## config.mk

```make
export PLATFORM = sky130hd
export DESIGN_NAME = perf_sampler
export DESIGN_NICKNAME = d
export VERILOG_FILES = /design/src/rtl/npu_pkg.sv /design/src/rtl/sync_fifo.sv /design/src/rtl/perf_sampler.sv
export SDC_FILE = /design/constraint.sdc
export NUM_CORES = 1
export LEC_CHECK = 0
export CAP_MARGIN = 10
export CORE_MARGIN = 2
export CORE_UTILIZATION = 40
export DETAILED_ROUTE_END_ITERATION = 8
export DONT_BUFFER_PORTS = 1
export PLACE_DENSITY = 0.51
export SLEW_MARGIN = 25
export SYNTH_ARGS = -nofsm -noshare
export SYNTH_HDL_FRONTEND = slang
export SYNTH_SLANG_ARGS = --single-unit
```

## constraint.sdc

```tcl
create_clock -name clk -period 9.9 [get_ports clk]
set_clock_uncertainty 0.15 [all_clocks]
set_input_delay 0.99 -clock clk [delete_from_list [all_inputs] [get_ports clk]]
set_output_delay 0.99 -clock clk [all_outputs]
set_load 0.01 [all_outputs]
```

## src/rtl/npu_pkg.sv

```systemverilog
// Shared NPU definitions: perf counter register map, slot ids and
// sampler FSM encoding.
package npu_pkg;

    localparam logic [7:0] PC_CTRL      = 8'h00;
    localparam logic [7:0] PC_CYCLE_LO  = 8'h10;
    localparam logic [7:0] PC_PE_ACT_LO = 8'h20;
    localparam logic [7:0] PC_PE_STL_LO = 8'h28;
    localparam logic [7:0] PC_MEM_RD_LO = 8'h30;
    localparam logic [7:0] PC_MEM_WR_LO = 8'h38;
    localparam logic [7:0] PC_DMA_LO    = 8'h40;
    localparam logic [7:0] PC_C_HIT_LO  = 8'h48;
    localparam logic [7:0] PC_C_MISS_LO = 8'h50;
    localparam logic [7:0] PC_INSTR_LO  = 8'h58;
    localparam logic [7:0] PC_HI_OFS    = 8'h04;

    localparam logic [31:0] CTRL_EN     = 32'h1;
    localparam logic [31:0] CTRL_FREEZE = 32'h4;

    localparam logic [7:0] HDR_SYNC = 8'hA5;

    typedef enum logic [3:0] {
        SLOT_CYCLE,
        SLOT_PE_ACTIVE,
        SLOT_PE_STALL,
        SLOT_MEM_READ,
        SLOT_MEM_WRITE,
        SLOT_DMA,
        SLOT_CACHE_HIT,
        SLOT_CACHE_MISS,
        SLOT_INSTR
    } slot_e;

    typedef logic [2:0] state_t;

    localparam state_t ST_IDLE   = 3'd0;
    localparam state_t ST_FREEZE = 3'd1;
    localparam state_t ST_HDR    = 3'd2;
    localparam state_t ST_READ   = 3'd3;
    localparam state_t ST_THAW   = 3'd4;

    function automatic logic [7:0] slot_lo(input slot_e s);
        case (s)
            SLOT_CYCLE:      slot_lo = PC_CYCLE_LO;
            SLOT_PE_ACTIVE:  slot_lo = PC_PE_ACT_LO;
            SLOT_PE_STALL:   slot_lo = PC_PE_STL_LO;
            SLOT_MEM_READ:   slot_lo = PC_MEM_RD_LO;
            SLOT_MEM_WRITE:  slot_lo = PC_MEM_WR_LO;
            SLOT_DMA:        slot_lo = PC_DMA_LO;
            SLOT_CACHE_HIT:  slot_lo = PC_C_HIT_LO;
            SLOT_CACHE_MISS: slot_lo = PC_C_MISS_LO;
            SLOT_INSTR:      slot_lo = PC_INSTR_LO;
            default:         slot_lo = PC_CYCLE_LO;
        endcase
    endfunction

endpackage

```

## src/rtl/sync_fifo.sv

```systemverilog
// Synchronous first-word-fall-through FIFO with occupancy output.
module sync_fifo #(
    parameter int WIDTH = 33,
    parameter int DEPTH = 32
) (
    input  logic                           clk,
    input  logic                           rst_n,
    input  logic                           push,
    input  logic [WIDTH-1:0]               wdata,
    input  logic                           pop,
    output logic [WIDTH-1:0]               rdata,
    output logic                           valid,
    output logic [$clog2(DEPTH+1)-1:0]     level
);

    localparam int AW = (DEPTH > 1) ? $clog2(DEPTH) : 1;
    localparam int LW = $clog2(DEPTH + 1);

    logic [WIDTH-1:0] mem [DEPTH];
    logic [AW-1:0]    wptr;
    logic [AW-1:0]    rptr;
    logic             do_push;
    logic             do_pop;

    function automatic logic [AW-1:0] inc(input logic [AW-1:0] p);
        inc = (p == AW'(DEPTH - 1)) ? '0 : p + 1'b1;
    endfunction

    assign valid   = (level != '0);
    assign do_pop  = pop && valid;
    assign do_push = push && (level != LW'(DEPTH));
    // Output is gated so stale storage never leaks out while empty.
    assign rdata   = valid ? mem[rptr] : '0;

    always_ff @(posedge clk) begin
        if (do_push) begin
            mem[wptr] <= wdata;
        end
    end

    always_ff @(posedge clk) begin
        if (!rst_n) begin
            wptr  <= '0;
            rptr  <= '0;
            level <= '0;
        end else begin
            if (do_push) wptr <= inc(wptr);
            if (do_pop)  rptr <= inc(rptr);
            unique case ({do_push, do_pop})
                2'b10:   level <= level + 1'b1;
                2'b01:   level <= level - 1'b1;
                default: level <= level;
            endcase
        end
    end

endmodule

```

## src/rtl/perf_sampler.sv

```systemverilog
// Periodic perf counter snapshot engine: freezes the counter block,
// reads enabled 48-bit counters and streams framed words out.
module perf_sampler
    import npu_pkg::*;
#(
    parameter int ADDR_WIDTH   = 8,
    parameter int DATA_WIDTH   = 32,
    parameter int NUM_SLOTS    = 9,
    parameter int FIFO_DEPTH   = 32,
    parameter int PERIOD_WIDTH = 24
) (
    input  logic                              clk,
    input  logic                              rst_n,
    input  logic                              cfg_en,
    input  logic [PERIOD_WIDTH-1:0]           cfg_period,
    input  logic [NUM_SLOTS-1:0]              cfg_mask,
    input  logic                              sw_trigger,
    output logic                              pc_reg_wr,
    output logic [ADDR_WIDTH-1:0]             pc_reg_addr,
    output logic [DATA_WIDTH-1:0]             pc_reg_wdata,
    input  logic [DATA_WIDTH-1:0]             pc_reg_rdata,
    output logic                              smp_valid,
    input  logic                              smp_ready,
    output logic [DATA_WIDTH-1:0]             smp_data,
    output logic                              smp_last,
    output logic                              busy,
    output logic [15:0]                       drop_cnt,
    output logic [$clog2(FIFO_DEPTH+1)-1:0]   fifo_level
);

    localparam int LW = $clog2(FIFO_DEPTH + 1);
    localparam int SW = $clog2(NUM_SLOTS);

    state_t                  state;
    logic [PERIOD_WIDTH-1:0] timer;
    logic                    en_q;
    logic                    pending;
    logic                    hi;
    logic [7:0]              seq;
    logic [NUM_SLOTS-1:0]    mask_q;
    logic [NUM_SLOTS-1:0]    rem;
    logic [NUM_SLOTS-1:0]    rem_next;
    logic [SW-1:0]           slot;
    logic [ADDR_WIDTH-1:0]   lo_addr;
    logic                    tick;
    logic                    trig;
    logic                    fits;
    logic                    accept;
    logic                    set_pend;
    logic [1:0]              n_drop;
    logic [LW:0]             need;
    logic [LW:0]             room;
    logic [16:0]             dsum;
    logic                    push;
    logic [DATA_WIDTH:0]     push_data;
    logic [DATA_WIDTH:0]     fifo_q;

    assign tick = cfg_en && en_q && (cfg_period != '0)
                  && (timer == PERIOD_WIDTH'(1));
    assign trig = tick || sw_trigger;
    assign busy = (state != ST_IDLE);

    always_ff @(posedge clk) begin
        if (!rst_n) begin
            timer <= '0;
            en_q  <= 1'b0;
        end else begin
            en_q <= cfg_en;
            if (!cfg_en || cfg_period == '0) begin
                timer <= '0;
            end else if (!en_q || timer <= PERIOD_WIDTH'(1)) begin
                timer <= cfg_period;
            end else begin
                timer <= timer - 1'b1;
            end
        end
    end

    always_comb begin
        need = (LW+1)'(1);
        for (int i = 0; i < NUM_SLOTS; i++) begin
            need = need + (LW+1)'({cfg_mask[i], 1'b0});
        end
        room = (LW+1)'(FIFO_DEPTH) - {1'b0, fifo_level};
        fits = (need <= room);
    end

    // A fresh trigger landing on an already-pending one in IDLE is dropped.
    always_comb begin
        n_drop   = 2'd0;
        set_pend = 1'b0;
        if (state == ST_IDLE) begin
            if (pending && trig) n_drop = n_drop + 2'd1;
            if ((pending || trig) && !fits) n_drop = n_drop + 2'd1;
        end else if (trig) begin
            if (pending) n_drop = 2'd1;
            else set_pend = 1'b1;
        end
    end

    assign accept = (state == ST_IDLE) && (pending || trig) && fits;
    assign dsum   = {1'b0, drop_cnt} + 17'(n_drop);

    always_comb begin
        slot = '0;
        for (int i = NUM_SLOTS - 1; i >= 0; i--) begin
            if (rem[i]) slot = SW'(i);
        end
        rem_next       = rem;
        rem_next[slot] = 1'b0;
    end

    assign lo_addr = ADDR_WIDTH'(slot_lo(slot_e'(slot)));

    always_ff @(posedge clk) begin
        if (!rst_n) begin
            state    <= ST_IDLE;
            mask_q   <= '0;
            rem      <= '0;
            hi       <= 1'b0;
            pending  <= 1'b0;
            seq      <= '0;
            drop_cnt <= '0;
        end else begin
            seq <= seq + 8'(n_drop) + 8'(state == ST_THAW);
            drop_cnt <= dsum[16] ? 16'hFFFF : dsum[15:0];
            if (state == ST_IDLE) pending <= 1'b0;
            else if (set_pend) pending <= 1'b1;
            unique case (state)
                ST_IDLE: begin
                    if (accept) begin
                        state  <= ST_FREEZE;
                        mask_q <= cfg_mask;
                        rem    <= cfg_mask;
                        hi     <= 1'b0;
                    end
                end
                ST_FREEZE: state <= ST_HDR;
                ST_HDR:    state <= (mask_q == '0) ? ST_THAW : ST_READ;
                ST_READ: begin
                    hi <= !hi;
                    if (hi) begin
                        rem <= rem_next;
                        if (rem_next == '0) state <= ST_THAW;
                    end
                end
                ST_THAW:   state <= ST_IDLE;
                default:   state <= ST_IDLE;
            endcase
        end
    end

    always_comb begin
        pc_reg_wr    = 1'b0;
        pc_reg_addr  = '0;
        pc_reg_wdata = '0;
        push         = 1'b0;
        push_data    = '0;
        unique case (state)
            ST_FREEZE: begin
                pc_reg_wr    = 1'b1;
                pc_reg_addr  = ADDR_WIDTH'(PC_CTRL);
                pc_reg_wdata = DATA_WIDTH'(CTRL_EN | CTRL_FREEZE);
            end
            ST_HDR: begin
                push      = 1'b1;
                push_data = {mask_q == '0, HDR_SYNC, seq, 16'(mask_q)};
            end
            ST_READ: begin
                push        = 1'b1;
                pc_reg_addr = hi ? lo_addr + ADDR_WIDTH'(PC_HI_OFS) : lo_addr;
                push_data   = {hi && (rem_next == '0), pc_reg_rdata};
            end
            ST_THAW: begin
                pc_reg_wr    = 1'b1;
                pc_reg_addr  = ADDR_WIDTH'(PC_CTRL);
                pc_reg_wdata = DATA_WIDTH'(CTRL_EN);
            end
            default: ;
        endcase
    end

    sync_fifo #(
        .WIDTH (DATA_WIDTH + 1),
        .DEPTH (FIFO_DEPTH)
    ) u_fifo (
        .clk   (clk),
        .rst_n (rst_n),
        .push  (push),
        .wdata (push_data),
        .pop   (smp_valid && smp_ready),
        .rdata (fifo_q),
        .valid (smp_valid),
        .level (fifo_level)
    );

    assign smp_data = fifo_q[DATA_WIDTH-1:0];
    assign smp_last = fifo_q[DATA_WIDTH];

endmodule
```

* Word-level counts from Yosys, hierarchy flattened
Memories as Yosys holds them, arrays and structs flattened. A register that Yosys moved wholly into a read port is not among the register bits.
Index checks and enable logic that the tools add are counted.
** Storage, ports and cells
- Register bits after elaboration :: 88
- RAM bits :: 1056
- ROM bits :: 64
- Input bits :: 70
- Output and inout port bits :: 98
- Logic and storage cells :: 137
- Memories kept :: 2
** Operators by class
- Add/sub/neg operators :: 20
- $lt $le $gt $ge :: 4
- Equal/unequal tests :: 13
- Mux-type cells :: 46
- Bitwise logic cells :: 3
- Reduce and logical (&&, ||, !) cells :: 37
** Memories
- u_fifo.mem :: words 32, width 33, read ports 1, clocked after memory_dff 1, write ports 1, line sync_fifo.sv:19 : logic [WIDTH-1:0] mem [DEPTH];
- (no name shown) :: words 16, width 4, read ports 1, clocked after memory_dff 0, write ports 0, line npu_pkg.sv:43 : case (s)
** Operators by type and width (number)
- one-hot mux 33 bit (2 select lines) :: 1
- two-way mux 4 bit :: 9
- two-way mux 33 bit :: 1
- adder 7 x 2 -> 7 bit :: 4
- == test 24 x 1 -> 1 bit (second input constant) :: 1
- less-or-equal comparator 24 x 1 -> 1 bit (second input constant) :: 1
- logical NOT 24 bit :: 1
- two-way mux 24 bit :: 1
- nonzero test 24 bit :: 1
- subtractor 24 x 1 -> 24 bit (second input constant) :: 1
- two-way mux 5 bit :: 4
- logical NOT 9 bit :: 2
- two-way mux 9 bit :: 2
- one-hot mux 9 bit (2 select lines) :: 1
- adder 16 x 2 -> 17 bit :: 1
- two-way mux 16 bit :: 1
- two-way mux 8 bit :: 2
- logical AND 1 bit :: 12
- two-way mux 1 bit :: 12
- two-way mux 3 bit :: 4
- one-hot mux 3 bit (4 select lines) :: 1
- one-hot mux 6 bit (2 select lines) :: 1
- adder 5 x 1 -> 5 bit (second input constant) :: 2
- == test 5 bit (second input constant) :: 2
- 38 further kinds :: 55

* Logic depth before layout (Yosys ltp)
Gate-level depths: netlist (run 1).
- Depth after elaboration :: 19
- Gate-level depth with buffers :: 29

* Hierarchy
Synthesis (run 1) repeated with hierarchy kept, for this count alone.
** Unflattened totals
- Cells, all modules :: 2388
- Area, all modules :: 46480.8 um^2
** Modules (own cells, without submodules)
- sync_fifo :: times used 1, cells an instance 1765, area an instance 41360.9 um^2, sequential area each 32130.8 um^2
- perf_sampler :: times used 1, cells an instance 623, area an instance 5119.9 um^2, sequential area each 1441.4 um^2

* Worst setup path before layout (run 1)
OpenSTA, ideal clock, no wires.
- Path kind :: input -> register
- Start :: input port cfg_mask[4]
- End :: register drop_cnt[14]
- Library setup time :: 116 ps
- Arrival time :: 6495 ps
- Required time :: 9634 ps
- Path slack :: 3138 ps
- Cell stages on the path :: 26
- Buffers on the path :: 2
- Path through :: inv_1 > fa_1 > inv_1 > ha_1 > ha_1 > fa_1 > ha_1 > fa_1 > xor2_1 > ha_1 > and3_1 > o21ai_0 > nand3_1 > nand3_1 > buf_2 > buf_2 > nor2b_1 > ha_1 > nor4b_4 > xor2_1 > ha_1 > a21oi_2 > nor4_4 > nand3_2 > or4b_1 > o211a_1
** Between the ends
- Longest elaborated chain between the ends :: 12
** Ends and longest elaborated chain
- start, declared :: line perf_sampler.sv:16 : input logic [NUM_SLOTS-1:0] cfg_mask,
- adder 6 x 2 -> 7 bit :: line perf_sampler.sv:82 : need = need + (LW+1)'({cfg_mask[i], 1'b0});
- adder 7 x 2 -> 7 bit (4 in series) :: line perf_sampler.sv:82
- less-or-equal comparator 7 bit :: line perf_sampler.sv:85 : fits = (need <= room);
- logical NOT 1 bit :: line perf_sampler.sv:94 : if ((pending || trig) && !fits) n_drop = n_drop + 2'd1;
- logical AND 1 bit :: line perf_sampler.sv:94
- two-way mux 2 bit :: line perf_sampler.sv:94
- two-way mux 2 bit :: line perf_sampler.sv:92 : if (state == ST_IDLE) begin
- adder 16 x 2 -> 17 bit :: line perf_sampler.sv:102 : assign dsum = {1'b0, drop_cnt} + 17'(n_drop);
- two-way mux 16 bit :: line perf_sampler.sv:126 : drop_cnt <= dsum[16] ? 16'hFFFF : dsum[15:0];
- end signal, assigned :: line perf_sampler.sv:126
- end, declared :: line perf_sampler.sv:27 : output logic [15:0] drop_cnt,
No other way between the ends.
A chain may end at the register's enable or synchronous reset.

* Final worst setup path (run 1)
Ends and elaborated chain as after synthesis.

==> results of run 1 <==
-- metal layers --
metal  vias to the layer above  track usage [%]  part of all wire (%)
met5                         -                0                 0.044
met4                         8             5.04                   1.9
met3                       157             4.01                   6.4
met2                       771             33.4                    49
met1                     12300             28.6                    43
li1                       9579                -                     -
-- kinds of logic after synthesis --
kind of cell	Yosys count	synth area share, %
AOI/OAI and AO/OA	142	2.05
DFF	1149	72.7
xor gates and xnor gates	44	0.834
buffers and inverters	205	2.06
muxes	387	17.3
and+or+nand+nor	345	3.69
other	1	0.00812
adders and majority gates	46	1.35
-- metrics by stage --
stage	hold WS [ns]	power [mW]
floorplan	0.293	6.77
CTS	0.192	11.5
finish	0.247	11.4
detailed placement	0.332	7.21
global route	0.217	11.9
global placement	0.318	7.18
-- flip-flops by register name, summed over array words and instances (netlist names), 3 cells and up, named ones only --
signal and flops:
seq 8, u_fifo.rptr 5, mask_q 9, state 3
drop_cnt 16, timer 24, rem 9, u_fifo.level 6
u_fifo.wptr 5, u_fifo.mem 1056
-- how the worst max path moves through the flow --
stage                               to  slack [ns]  cells past startpoint
final                     drop_cnt[14]        3.14                     24
after global routing      drop_cnt[14]        2.65                     24
after CTS                 drop_cnt[14]        2.77                     24
after detailed placement  drop_cnt[14]        1.98                     24
after global placement    drop_cnt[14]        2.12                     24
after floorplan           drop_cnt[14]        3.14                     26
-- report_power, final --
part           leakage (nW)  internal, mW  switching [mW]
sequential             9.93          5.31          0.0769
combinational          3.85         0.737           0.953
clock                  1.82          2.47            1.86
-- layout make-up --
class                      count  share of cell area, %
multi-input combinational    997                   23.3
tap                         1512                   3.62
antenna                        2                0.00959
sequential                  1149                   64.4
clock inverter                74                   1.28
clock buffer                 147                   5.91
timing repair buffer          59                   1.10
inverter                      55                  0.396
-- cells in the final DEF, fill, tap and decap left out, types with 14 or more instances in the layout --
cell	n
clkbuf_16	119
nand3_1	28
clkbuf_1	28
edfxtp_1	1056
nor2_1	116
a31o_2	14
a21oi_1	40
buf_4	49
xnor2_1	19
clkinv_2	18
dfxtp_1	87
xor2_1	25
ha_1	37
conb_1	33
a31oi_1	16
mux4_2	330
clkinv_1	30
nand2_1	50
a211oi_1	24
inv_1	53
nor2_4	39
mux2i_1	55
==> impl_metrics.py, run 1 <==
metrics = {
    "clock_tree": {
        "htreeDepth": 3,
        "clk_latency_ns": 0.72,
        "root_buffer": "clkbuf_16",
        "hold_buffers": 0,
        "cts_tree": "done",
        "post_cts_resized": 0,
        "cts_setup_buffers": 0,
        "cts_sinks": 1149,
        "clk_path_buf_depth": 3,
        "clkSlewWorstSetupHoldPaths_ns": 0.06,
        "cts_buffers": 119,
    },
    "global_route": {
        "antenna_found_initial": 7,
        "grt_pass1_wl_um": 172000,
        "grt-ovfl-total": 0,
        "first_global_vias": 23600,
        "grt_max_degree": 149,
        "track_usage_pct": 20.5,
    },
    "synth": {
        "netlist.area_leader.share_pct": 68.6,
        "ys_types": 66,
        "netlist_instances": 2319,
        "synth-seq-cells": 1149,
        "synth_edf_count": 1056,
        "synth.most_common_cell": "edfxtp_1",
        "synth_common_cells": "edfxtp_1 (1056), mux4_2 (330), nor2_1 (156)",
        "syn_area_um2": 46200,
        "yosys.area.top_type": "edfxtp_1",
        "synthFlopType": "edfxtp_1",
        "synth.area.top_cells": "edfxtp_1 (69%), mux4_2 (16%), dfxtp_1 (4.0%)",
        "synth-async-reset-ratio_pct": 0,
        "synthesis.area_per_instance_um2": 19.9,
        "yosys_warnings": 0,
        "seq_area_frac_synth_pct": 72.7,
    },
    "sta": {
        "timing.slew.headroom_pct": 34.3,
        "finalCritPeriodShare_pct": 68.3,
        "tightest_slew_ns": 0.984,
        "setup_viol_count_final": 0,
        "finalWorstSetupSlack_ns": 3.14,
        "fin_setup_tns_ns": 0,
        "fmax_mhz": 148,
        "drv_slew": 0,
        "period_needed_ns": 6.76,
        "final_hold_viol_count": 0,
        "rsz0062_at_grt": "false",
    },
    "route": {
        "dr.pass1.iters": 7,
        "post_drt_wl_per_cell_um": 30.1,
        "drt-initial-drc-count": 1969,
        "num_vias": 22900,
        "drt-vias-per-instance": 5.72,
        "drc": 0,
        "ant_nets": 0,
        "wirelength_um": 120000,
    },
    "die": {
        "die_h_um": 344,
        "die_w_um": 344,
        "core_um2": 115000,
        "rows": 124,
        "dieArea_um2": 118000,
        "io-pin-count": 168,
        "initial_utilization_pct": 40.3,
    },
    "hold_path": {
        "holdCritStartpoint": "rst_n",
        "min_path_cells": 1,
        "hold_class": "in2reg",
        "min_to": "seq[1]",
    },
    "placed_design": {
        "dpl_cell_area_um2": 48300,
        "dp_slack_ns": 1.98,
        "place_hpwl_um": 64200,
        "routabilityCongestion": 0.787,
        "io_buffers": 0,
        "dp.cells": 3771,
    },
    "critical_path": {
        "cp-end-kind": "flop",
        "crit_path_start": "cfg_mask[4]",
        "path_class": "in2reg",
        "cp_cell_sequence": "inv_1, fa_1, inv_1, ha_1, ha_1, fa_1, ha_1, fa_1, xor2_1, ha_1, and3_1, o21ai_0, nand3_1, nand3_2, nor2b_1, ha_1, nor4b_4, xor2_1, ha_1, a21oi_2, nor4_4, nand3_2, or4b_1, o211a_1",
        "worst_path_most_repeated_cell": "ha_1",
        "r2r_end": "drop_cnt[14]",
        "path_buf_inv": 2,
        "crit_slowest_cell": "fa_1",
        "path_delay_family": "adder cells",
        "cp.arrival_ns": 7.23,
        "path_max_fanout": 30,
        "cp_data_required_time_ns": 10.37,
        "rrSetupSlack_ns": 4.72,
        "cpPeakStageDelay_ns": 0.54,
        "crit-reg2reg-launch": "u_fifo.level[0]",
        "r2r_cells": 19,
        "start_kind": "input pin",
    },
    "power": {
        "ir_drop_uv": 186,
        "powerDensity_nw_per_um2": 219,
        "p_leak_nw": 15.6,
    },
    "cells_and_area": {
        "final_nets": 2495,
        "fin_cells": 3995,
        "ff_latch_area_um2": 33600,
        "drive_gt1_share_pct": 26.3,
        "fin_area_um2": 52200,
        "fin_util_pct": 45.6,
        "nFillCells": 9662,
        "syn2layout_area_growth_pct": 13.0,
        "multi_input_area_um2": 12200,
    },
    "flow_run": {
        "drv_cap": 0,
    },
    "outcome": {
        "status": "finished, final reports clean",
    },
}
No activity file was read; power rests on OpenSTA's default activity.
==> inputs of run 2 (changes only) <==
==> constraint.sdc (replaced) <==
create_clock -name clk -period 6.6 [get_ports clk]
set_clock_uncertainty 0.15 [all_clocks]
set_input_delay 0.66 -clock clk [delete_from_list [all_inputs] [get_ports clk]]
set_output_delay 0.66 -clock clk [all_outputs]
set_load 0.01 [all_outputs]
==> run 2 against run 1 <==
Net effect:
- die area did not move
- clock power rose by 47%
- combinational power rose by 50%
- via count rose by 0.24%
- global-route usage fell by 0.29 points
- clock-buffer cell count fell by 2
- highest routed layer unchanged
==> impl_metrics.py, run 2 (same netlist as run 1, synthesis figures left out) <==
metrics = {
    "sta": {
        "final_hold_viol_count": 0,
        "fmax_mhz": 178,
        "timing.slew.headroom_pct": 31.0,
        "rsz0062_at_grt": "false",
        "finalCritPeriodShare_pct": 85.3,
        "period_needed_ns": 5.63,
        "setup_viol_count_final": 0,
        "drv_slew": 0,
        "tightest_slew_ns": 1.04,
        "fin_setup_tns_ns": 0,
    },
    "route": {
        "drt-vias-per-instance": 5.69,
        "drc": 0,
        "num_vias": 22900,
        "dr.pass1.iters": 6,
        "ant_nets": 0,
        "post_drt_wl_per_cell_um": 29.6,
        "drt-initial-drc-count": 2081,
        "wirelength_um": 119000,
    },
    "critical_path": {
        "r2r_cells": 14,
        "cp_data_required_time_ns": 7.05,
        "path_buf_inv": 2,
        "r2r_end": "drop_cnt[14]",
        "rrSetupSlack_ns": 1.92,
        "path_class": "in2reg",
        "cp.arrival_ns": 6.08,
        "start_kind": "input pin",
        "cp_cell_sequence": "inv_1, fa_1, inv_1, ha_1, ha_1, fa_1, ha_1, fa_1, xor2_1, ha_1, and3_1, o21ai_0, nand3_1, nand3_1, nor2b_1, ha_1, nor4b_4, xor2_1, ha_1, a21oi_2, nor4_4, nand3_2, or4b_1, o211a_1",
        "worst_path_most_repeated_cell": "ha_1",
        "path_max_fanout": 5,
        "crit_slowest_cell": "fa_1",
        "path_delay_family": "adder cells",
        "cp-end-kind": "flop",
        "cpPeakStageDelay_ns": 0.53,
        "crit-reg2reg-launch": "timer[14]",
    },
    "clock_tree": {
        "clk_path_buf_depth": 3,
        "post_cts_resized": 0,
        "root_buffer": "clkbuf_16",
        "clkSlewWorstSetupHoldPaths_ns": 0.06,
        "clk_latency_ns": 0.71,
        "cts_buffers": 117,
        "htreeDepth": 3,
        "cts_tree": "done",
        "cts_sinks": 1149,
    },
    "placed_design": {
        "dp.cells": 3785,
        "place_hpwl_um": 67100,
        "routabilityCongestion": 0.799,
        "io_buffers": 0,
    },
    "cells_and_area": {
        "final_nets": 2529,
        "final_common_cell": "edfxtp_1",
        "fin_cells": 4026,
        "layout_common_cells": "edfxtp_1 (1056), mux4_2 (330), clkbuf_16 (117)",
        "syn2layout_area_growth_pct": 13.4,
        "regMostFlops": "u_fifo.mem",
        "largest_reg_flops": 1056,
        "largestRegisters": "u_fifo.mem: 1056 flops, timer: 24 flops, drop_cnt: 16 flops",
        "drive_gt1_share_pct": 25.7,
    },
    "power": {
        "p_leak_nw": 15.6,
        "powerDensity_nw_per_um2": 324,
        "ir_drop_uv": 242,
    },
    "die": {
        "core_um2": 115000,
        "die_w_um": 344,
        "dieArea_um2": 118000,
        "io-pin-count": 168,
        "die_h_um": 344,
        "initial_utilization_pct": 40.3,
        "rows": 124,
    },
    "hold_path": {
        "min_to": "mask_q[4]",
        "holdCritStartpoint": "cfg_mask[4]",
        "hold_class": "in2reg",
        "min_path_cells": 2,
    },
    "global_route": {
        "grt-ovfl-total": 0,
        "first_global_vias": 23900,
        "grt_max_degree": 84,
        "grt_pass1_wl_um": 170000,
        "track_usage_pct": 20.2,
        "antenna_found_initial": 5,
    },
    "outcome": {
        "status": "finished, final reports clean",
    },
    "flow_run": {
        "drv_cap": 0,
    },
}
## run 2: metal layers
layer | GRT usage (%) | part of all wire (%)
met3 | 3.70 | 6.5
met4 | 5.18 | 2.0
met1 | 27.9 | 42
met2 | 33.3 | 49
met5 | 0 | 0.023
## run 2: final cells by class
cell class              count  area, um2
diodes                      1       2.50
clock buffers             145       3030
clock inverters            72        616
fillers                  9692      62100
inverters                  55        206
multi-input cells         997      12200
flip-flops and latches   1149      33600
well taps                1512       1890
repair buffers             95        882
## run 2: through the flow
| stage | power, mW | utilization (%) | hold WS (ns) | setup WS, ns | instance area, um2 |
|---|---|---|---|---|---|
| 2_1_floorplan | 10.1 | - | 0.293 | 0.168 | 46300 |
| 3_3_place_gp | 10.8 | 42.2 | 0.314 | 0.281 | 48400 |
| 3_5_place_dp | 10.8 | 42.3 | 0.331 | 0.196 | 48400 |
| 4_1_cts | 17.2 | 45.7 | 0.000422 | 0.965 | 52300 |
| 5_1_grt | 17.7 | 45.8 | 0.0277 | 0.662 | 52400 |
| 6_report | 17.0 | 45.8 | 0.0459 | 0.967 | 52400 |
## run 2: power by group
group,leakage [nW],internal (mW),switching (mW)
registers,9.93,7.96,0.122
logic,3.95,1.11,1.44
clock network,1.76,3.60,2.75
total,15.6,12.7,4.31
## run 2: how the worst max path moves through the flow
stage	from	endpoint	depth (start not counted)
detailed placement	cfg_mask[4]	drop_cnt[14]	24
global placement	cfg_mask[4]	drop_cnt[14]	24
floorplan	cfg_mask[4]	drop_cnt[14]	26
CTS	cfg_mask[4]	drop_cnt[14]	24
finish	cfg_mask[4]	drop_cnt[14]	24
global route	cfg_mask[4]	drop_cnt[4]	23
## run 2: what timing repair did
item	CTS	global route
buffers inserted	0	0
hold endpoints to repair	34	0
hold buffers	22	0
==> inputs of run 3 (changes only) <==
--- a/config.mk
+++ b/config.mk
@@ -6,7 +6,7 @@
 export NUM_CORES = 1
 export LEC_CHECK = 0
 export CAP_MARGIN = 10
-export CORE_MARGIN = 2
+export CORE_MARGIN = 4
 export CORE_UTILIZATION = 40
 export DETAILED_ROUTE_END_ITERATION = 8
 export DONT_BUFFER_PORTS = 1
==> run 3 against run 2 <==
Net effect:
- final area up 0.39%
- global-route usage decreased by 0.51 points
- worst hold slack improved by 0.020 ns
- total power rose by 1.2%
- non-clock buffer count rose by 4
- routed wire length increased by 0.25%
- first-iteration DRC count grew 7.0%
==> impl_metrics.py, run 3 (same netlist as run 1, synthesis figures left out) <==
metrics = {
    "critical_path": {
        "path_max_fanout": 5,
        "cp-end-kind": "flop",
        "path_class": "in2reg",
        "start_kind": "input pin",
        "cp.arrival_ns": 6.08,
        "cp_data_required_time_ns": 7.03,
        "rrSetupSlack_ns": 2.02,
        "r2r_cells": 13,
    },
    "global_route": {
        "grtUsageMet2_pct": 32.4,
        "first_global_vias": 23700,
        "grt_pass1_wl_um": 172000,
        "antenna_found_initial": 10,
        "grt_max_degree": 101,
        "busiest_layer": "met2",
        "grtUsageMet1_pct": 27.1,
        "track_usage_pct": 19.7,
        "grt-ovfl-total": 0,
        "use_met3_pct": 4.05,
    },
    "flow_run": {
        "drv_cap": 0,
    },
    "cells_and_area": {
        "multi_input_area_um2": 12200,
        "regMostFlops": "u_fifo.mem",
        "ff_latch_area_um2": 33600,
        "fin_area_um2": 52600,
        "drive_gt1_share_pct": 26.4,
        "nFillCells": 9656,
        "final_common_cell": "edfxtp_1",
        "final_nets": 2534,
        "layout_common_cells": "edfxtp_1 (1056), mux4_2 (330), clkbuf_16 (121)",
        "syn2layout_area_growth_pct": 13.8,
        "largestRegisters": "u_fifo.mem: 1056 flops, timer: 24 flops, drop_cnt: 16 flops",
        "fin_util_pct": 45.9,
        "largest_reg_flops": 1056,
    },
    "clock_tree": {
        "clk_latency_ns": 0.69,
        "clkSlewWorstSetupHoldPaths_ns": 0.06,
        "cts_buffers": 118,
        "cts_setup_buffers": 0,
        "cts_tree": "done",
        "cts_sinks": 1149,
        "root_buffer": "clkbuf_16",
        "htreeDepth": 3,
        "clk_path_buf_depth": 3,
    },
    "route": {
        "num_vias": 22800,
        "drc": 0,
        "drt-initial-drc-count": 2226,
        "wirelength_um": 119000,
        "ant_nets": 0,
        "dr.pass1.iters": 6,
        "post_drt_wl_per_cell_um": 29.6,
        "drt-vias-per-instance": 5.65,
    },
    "sta": {
        "finalCritPeriodShare_pct": 85.5,
        "finalWorstSetupSlack_ns": 0.958,
        "rsz0062_at_grt": "false",
        "tightest_slew_ns": 1.01,
        "drv_slew": 0,
        "fmax_mhz": 177,
        "period_needed_ns": 5.64,
        "fin_setup_tns_ns": 0,
        "timing.slew.headroom_pct": 32.7,
        "setup_viol_count_final": 0,
        "final_hold_viol_count": 0,
    },
    "outcome": {
        "status": "finished, final reports clean",
    },
    "power": {
        "p_leak_nw": 15.7,
        "ir_drop_uv": 276,
        "finalPower_mw": 17.2,
        "powerDensity_nw_per_um2": 327,
    },
    "die": {
        "core_um2": 115000,
        "rows": 124,
        "dieArea_um2": 121000,
        "die_w_um": 348,
        "die_h_um": 348,
        "initial_utilization_pct": 40.3,
        "io-pin-count": 168,
    },
    "placed_design": {
        "io_buffers": 0,
        "dpl_cell_area_um2": 48500,
        "place_hpwl_um": 66600,
        "dp_slack_ns": 0.233,
        "routabilityCongestion": 0.818,
    },
    "hold_path": {
        "hold_class": "in2reg",
        "min_path_cells": 2,
    },
}
-- run 3: cell count changes in the layout (fill, tap and decap cells not counted), moves of 5 or more --
cell	change
clkinv_1	-11
and3_2	+5
clkinv_2	+8
diode_2	+6
and3_1	-5
-- run 3: path summary, 6_finish.rpt --
| check | start | end |
|---|---|---|
| worst max register to register | timer[12] | drop_cnt[14] |
| worst min-delay path | cfg_mask[7] | mask_q[7] |
| worst max-delay path | cfg_mask[4] | drop_cnt[14] |
| worst min register to register | timer[0] | timer[0] |
-- run 3: final cells by class --
class,count,share of cell area [%]
diodes,7,0.0333
clock buffers,152,6.04
clock inverters,66,1.16
inverters,55,0.393
multi-input cells,997,23.2
flip-flops and latches,1149,63.9
well taps,1512,3.60
repair buffers,99,1.74
-- run 3: power breakdown --
group	total, mW	internal [mW]	switching [mW]
Clock	6.54	3.83	2.71
Sequential	8.08	7.96	0.119
Combinational	2.56	1.11	1.45
-- run 3: worst max-delay path, cell delays in order --
cell and delay, ns:
inv_1 0.03, fa_1 0.52, inv_1 0.04, ha_1 0.28, ha_1 0.31, fa_1 0.45, ha_1 0.24, fa_1 0.44
xor2_1 0.18, ha_1 0.29, and3_1 0.18, o21ai_0 0.10, nand3_1 0.08, nand3_1 0.10, nor2b_1 0.15, ha_1 0.16
nor4b_4 0.23, xor2_1 0.18, ha_1 0.18, a21oi_2 0.07, nor4_4 0.41, nand3_2 0.15, or4b_1 0.49, o211a_1 0.14
-- run 3: what timing repair did --
| item | 4_1_cts | 5_1_grt |
|---|---|---|
| hold buffers | 25 | 0 |
| endpoints found under the hold margin | 36 | 0 |
| resized for setup | 0 | 0 |
-- run 3: per-layer routing --
layer | wire length, um | vias up
met1 | 50000 | 12300
met2 | 58600 | 772
li1 | - | 9638
met3 | 8480 | 146
met4 | 2300 | 4
met5 | 27 | -
-- run 3: metrics by stage --
stage	hold WS, ns	instances
2_1_floorplan	0.293	2351
3_3_place_gp	0.320	3784
3_5_place_dp	0.324	3787
4_1_cts	0.00316	4030
5_1_grt	0.0315	4032
6_report	0.0655	4037
